File: src/rtl/shift_est_pkg.sv
// Shared types and sizing helpers for the shift estimator and its leading-one detector.
// Holds the FSM encoding, the default SHIFT_MAX and the window-count width helper.
package shift_est_pkg;

  typedef enum logic [1:0] {
    ACCUM = 2'd0,
    CALC  = 2'd1,
    HOLD  = 2'd2
  } state_e;

  function automatic int shift_max(input int shft_width);
    return (1 << shft_width) - 1;
  endfunction

  // Index width for a count/position range of n values, never narrower than 1 bit.
  function automatic int cnt_width(input int n);
    return (n > 1) ? $clog2(n) : 1;
  endfunction

  localparam int SHFT_WIDTH_DEF = 4;
  localparam int SHIFT_MAX      = shift_max(SHFT_WIDTH_DEF);
  localparam int WIN_LEN_DEF    = 16;
  localparam int CNT_W          = cnt_width(WIN_LEN_DEF);

endpackage

File: src/rtl/shift_estimator_lead_one_det.sv
// Combinational priority encoder: position of the highest set bit of vec, plus a zero flag.
// No state; pos is 0 when vec is all zeros.
module lead_one_det
  import shift_est_pkg::*;
#(
  parameter int W     = 19,
  parameter int POS_W = cnt_width(W)
) (
  input  logic [W-1:0]     vec,
  output logic [POS_W-1:0] pos,
  output logic             zero
);

  always_comb begin
    pos  = '0;
    zero = ~|vec;
    // Ascending scan so the highest set bit is the last to write pos.
    for (int i = 0; i < W; i++) begin
      if (vec[i]) pos = POS_W'(i);
    end
  end

endmodule

File: src/rtl/shift_estimator.sv
// Smallest right-shift fitting a window of signed samples into OUT_WIDTH bits; SHIFT_EST_STICKY_EN keeps it non-decreasing.
// Latency: shift_valid rises two cycles after the closing sample's accept cycle (one CALC cycle in between).
// Backpressure: in_ready is low outside ACCUM; shift/sat hold stable in HOLD until shift_ready.
module shift_estimator
  import shift_est_pkg::*;
#(
  parameter int IN_WIDTH   = 20,
  parameter int SHFT_WIDTH = 4,
  parameter int OUT_WIDTH  = 8,
  parameter int WIN_LEN    = 16
) (
  input  logic                  clk,
  input  logic                  rst,
  input  logic                  in_valid,
  output logic                  in_ready,
  input  logic [IN_WIDTH-1:0]   in_data,
  input  logic                  in_last,
  output logic                  shift_valid,
  input  logic                  shift_ready,
  output logic [SHFT_WIDTH-1:0] shift,
  output logic                  sat
);

  localparam int MAG_W  = IN_WIDTH - 1;
  localparam int POS_W  = cnt_width(MAG_W);
  localparam int CW     = cnt_width(WIN_LEN);
  localparam int SMAX_I = shift_max(SHFT_WIDTH);
  localparam logic [CW-1:0] CNT_LAST = CW'(WIN_LEN - 1);

  state_e                  state_q, state_d;
  logic [MAG_W-1:0]        max_mag_q, max_mag_d;
  logic [CW-1:0]           cnt_q, cnt_d;
  logic [SHFT_WIDTH-1:0]   shift_q, shift_d;
  logic                    sat_q, sat_d;

  logic [MAG_W-1:0]        mag;
  logic                    accept;
  logic [POS_W-1:0]        lod_pos;
  logic                    lod_zero;
  logic [31:0]             b_req, s_req;
  logic                    win_sat;
  logic [SHFT_WIDTH-1:0]   win_shift;

  lead_one_det #(
    .W     (MAG_W),
    .POS_W (POS_W)
  ) u_lod (
    .vec  (max_mag_q),
    .pos  (lod_pos),
    .zero (lod_zero)
  );

  assign in_ready    = (state_q == ACCUM);
  assign shift_valid = (state_q == HOLD);
  assign shift       = shift_q;
  assign sat         = sat_q;
  assign accept      = in_valid && in_ready;

  // One's complement keeps the most negative input representable in MAG_W bits.
  assign mag = in_data[IN_WIDTH-1] ? ~in_data[MAG_W-1:0] : in_data[MAG_W-1:0];

  always_comb begin
    b_req     = lod_zero ? 32'd0 : 32'(lod_pos) + 32'd1;
    s_req     = (b_req > 32'(OUT_WIDTH - 1)) ? b_req - 32'(OUT_WIDTH - 1) : 32'd0;
    win_sat   = (s_req > 32'(SMAX_I));
    win_shift = SHFT_WIDTH'(win_sat ? 32'(SMAX_I) : s_req);
  end

  always_comb begin
    state_d   = state_q;
    max_mag_d = max_mag_q;
    cnt_d     = cnt_q;
    shift_d   = shift_q;
    sat_d     = sat_q;
    case (state_q)
      ACCUM: begin
        if (accept) begin
          max_mag_d = (mag > max_mag_q) ? mag : max_mag_q;
          cnt_d     = cnt_q + CW'(1);
          if (in_last || (cnt_q == CNT_LAST)) state_d = CALC;
        end
      end
      CALC: begin
`ifdef SHIFT_EST_STICKY_EN
        // shift_q/sat_q only change here and reset to 0, so they double as the history.
        shift_d = (win_shift > shift_q) ? win_shift : shift_q;
        sat_d   = win_sat | sat_q;
`else
        shift_d = win_shift;
        sat_d   = win_sat;
`endif
        state_d = HOLD;
      end
      HOLD: begin
        if (shift_ready) begin
          state_d   = ACCUM;
          max_mag_d = '0;
          cnt_d     = '0;
        end
      end
      default: state_d = ACCUM;
    endcase
  end

  always_ff @(posedge clk) begin
    if (rst) begin
      state_q   <= ACCUM;
      max_mag_q <= '0;
      cnt_q     <= '0;
      shift_q   <= '0;
      sat_q     <= 1'b0;
    end else begin
      state_q   <= state_d;
      max_mag_q <= max_mag_d;
      cnt_q     <= cnt_d;
      shift_q   <= shift_d;
      sat_q     <= sat_d;
    end
  end

endmodule

File: config.mk
export PLATFORM = sky130hd
export DESIGN_NAME = shift_estimator
export DESIGN_NICKNAME = d
export VERILOG_FILES = /design/src/rtl/shift_est_pkg.sv /design/src/rtl/shift_estimator_lead_one_det.sv /design/src/rtl/shift_estimator.sv
export SDC_FILE = /design/constraint.sdc
export NUM_CORES = 1
export LEC_CHECK = 0
export ABC_AREA = 1
export ABC_CLOCK_PERIOD_IN_PS = 4100
export CORE_MARGIN = 4
export CORE_UTILIZATION = 50
export CTS_CLUSTER_DIAMETER = 200
export DETAILED_ROUTE_END_ITERATION = 8
export PLACE_DENSITY = 0.81
export SLEW_MARGIN = 10
export SYNTH_ARGS = -nofsm -noshare
export SYNTH_HDL_FRONTEND = slang
export SYNTH_SLANG_ARGS = --single-unit
File: constraint.sdc
create_clock -name clk -period 4.1 [get_ports clk]
set_input_delay 1.025 -clock clk [delete_from_list [all_inputs] [get_ports clk]]
set_output_delay 1.025 -clock clk [all_outputs]
set_load 0.005 [all_outputs]
==> flow_metrics.tcl <==
set metrics [dict create \
    max_freq_ghz 0.279 \
    worstMarginPinSlew_ns 0.701 \
    pre_cts_slack_ns 0.330 \
    rsz0062_at_grt "no" \
    critPathCaptureType "flop" \
    drt_first_pass_iters 4 \
    die_h_um 74.4 \
    whs_ns 0.505 \
    ant_nets 0 \
    hold_path_class "flop to flop" \
    drive_gt1_share_pct 6.92 \
    netlist_area_sq_um 2210 \
    syn_inst 314 \
    power_leakage_nw 1.24 \
    drt_wl_total_mm 4.86 \
    cts_buffer_depth 2 \
    area_growth_pct 20.6 \
    min_period_ns 3.58 \
    clk_latency_ns 0.29 \
    ctsHoldBuffers 0 \
    required_ns 4.31 \
    hold_path_depth 2 \
    syn_avg_cell_area_sq_um 7.03 \
    maxCapViolations 0 \
    setup_tns_ns 0 \
    grt_max_degree 27 \
    worstSetupPathType "input pin to flop" \
    reg2reg_depth 32 \
    cts_resized 0 \
    startpoint_type "input pin" \
    skew_ns 0.00692 \
    num-nets-final 393 \
    worstPathArrival_ns 3.79 \
    cts.sinks 30 \
    fin_crit_sh_pct 87.3 \
    drc 0 \
    gr-total-overflow 0 \
    dp_cells 389 \
    ys_seq_elements 30 \
    yosysSeqAreaShare_pct 27.2 \
    yosys_warnings 0 \
    antenna_found_initial 0 \
    vias 2068 \
    hpwl_mm 3.72 \
    drt_iter0_drc 133 \
    viasPerCell 5.21 \
    cts_tree "done" \
    clk_pin_slew_ns 0.07 \
    grt_pass1_wl_mm 8.36 \
    ctsHtreeMaxLevel 2 \
    root_buffer "clkbuf_8" \
    gp_congestion 0.826 \
    powerDensity_nw_per_um2 550 \
    status "finished, final reports clean" \
    post_cts.repair.setup_buffers 0 \
    finalPower_mw 1.46 \
    numPortBuffers 31 \
    finalNonFillerCells 397 \
    start_util_pct 53.2 \
    synth_cell_types 30 \
    hold_viol 0 \
    core_area_sq_um 4140 \
    max-slew-margin-rel_pct 53.2 \
    setup_viol 0 \
    die_w_um 74.4 \
    cts-buffers-inserted 5 \
    n_antenna_cell 0 \
    cp_max_fo 22 \
    pin_count 32 \
    wl_per_cell_um 12.2 \
    ir_drop_v 0.000194 \
    grtUsageTotal_pct 19.4 \
    rows 23 \
    dieArea_sq_um 5540 \
    grt_pass1_vias 1957 \
    layout_setup_ws_ns 0.521 \
    slew_violations 0 \
    syn-num-nets 361 \
]
## kinds of logic after synthesis
kind of cell / after synthesis / synth area share [%]
compound gates: 70 / 18.9
xor+xnor: 18 / 7.15
fa+ha+maj: 22 / 12.5
buf+inv: 57 / 10.5
flops: 30 / 27.2
simple gates: 117 / 23.7
## power by group
group          internal, mW  leakage [nW]  switching, mW
clock network         0.135        0.0472          0.118
logic                 0.313         0.944          0.516
registers             0.353         0.247         0.0286
## cell usage in the layout (no fill, tap or decap)
master           netlist  layout
clkbuf_8               0       6
dfxtp_1               30      30
o21a_1                 1       1
nor3_1                 7       7
inv_1                 45      45
inv_2                  1       1
a311oi_1               1       1
a211oi_1              18      18
nand3_1               12      12
nor4_1                 1       1
ha_1                  22      22
nand2_2                6       6
o21ai_1                1       1
clkdlybuf4s50_1        0      31
clkinv_1               1       1
a31oi_1                1       1
and3_1                 2       2
a211oi_2               1       1
xor2_1                18      18
nand3_2                2       2
buf_12                 0       1
or2_1                  1       1
nor2_1                25      25
a21oi_2                1       1
buf_4                  0       3
a21oi_1               35      35
o21ai_0               10      10
or2_2                  1       1
nand2_1               52      52
o311ai_0               1       1
clkinvlp_4             0       1
clkinv_2               0       1
nand4_1                8       8
## registers in the layout, indices dropped and copies added (netlist names)
name	cells
state_q	2
cnt_q	4
shift	4
sat	1
max_mag_q	19
## worst max-delay path, cell delays in order
cell             delay [ns]
clkdlybuf4s50_1        0.44
buf_12                 0.18
xor2_1                 0.19
ha_1                   0.30
inv_1                  0.05
nor3_1                 0.28
nand4_1                0.15
o311ai_0               0.40
nand2_1                0.16
nand2_2                0.10
buf_4                  0.24
a21oi_1                0.07
a211oi_1               0.19
## area by class of cell
type                    instances  area, sq um
well taps                      50         62.6
flip-flops and latches         30          601
clock buffers                   6         82.6
repair buffers                 35          353
clock inverters                 2         12.5
multi-input cells             227         1370
inverters                      47          176
fillers                       338         1480
## per-stage QoR
stage / util (%) / area (sq um)
global route: 64.2 / 2660
detailed placement: 61.9 / 2570
CTS: 64.2 / 2660
floorplan: - / 2210
finish: 64.2 / 2660
global placement: 61.9 / 2570
## layer usage
metal | up-vias | global-route usage [%] | share of wire [%]
met3 | 6 | 4.05 | 3.4
met4 | 0 | 8.10 | 1.6
met5 | - | 0 | 0
met1 | 918 | 24.1 | 47
met2 | 31 | 32.5 | 48
li1 | 1113 | - | -
## synth_stat cells
cell	n	share of area, %
nand3_2	2	0.91
buf_2	2	0.45
nor3_1	7	1.6
inv_1	45	7.7
buf_6	2	1.0
dfxtp_1	30	27
clkbuf_1	6	1.0
o311ai_0	1	0.40
nand2_1	52	8.8
a211oi_1	18	6.1
a21oi_1	35	7.9
a31oi_1	1	0.28
nor2_1	25	4.3
and3_1	2	0.57
inv_2	1	0.17
o21a_1	1	0.34
a211oi_2	1	0.57
or2_1	1	0.28
clkinv_1	1	0.17
ha_1	22	12
or2_2	1	0.28
a311oi_1	1	0.40
a21oi_2	1	0.40
o21ai_0	10	2.3
xor2_1	18	7.1
nand4_1	8	2.3
nor4_1	1	0.28
o21ai_1	1	0.23
nand2_2	6	1.7
nand3_1	12	2.7
## worst paths after layout
kind,start,to,slack [ns]
min reg2reg,cnt_q[1]$_SDFFE_PP0P_,cnt_q[1]$_SDFFE_PP0P_,0.50
max,in_data[19],max_mag_q[18]$_SDFFE_PP0P_,0.52
max reg2reg,max_mag_q[2]$_SDFFE_PP0P_,shift[0]$_SDFFE_PP0N_,1.38
min,cnt_q[1]$_SDFFE_PP0P_,cnt_q[1]$_SDFFE_PP0P_,0.50
No activity file was read; power rests on OpenSTA's default activity.
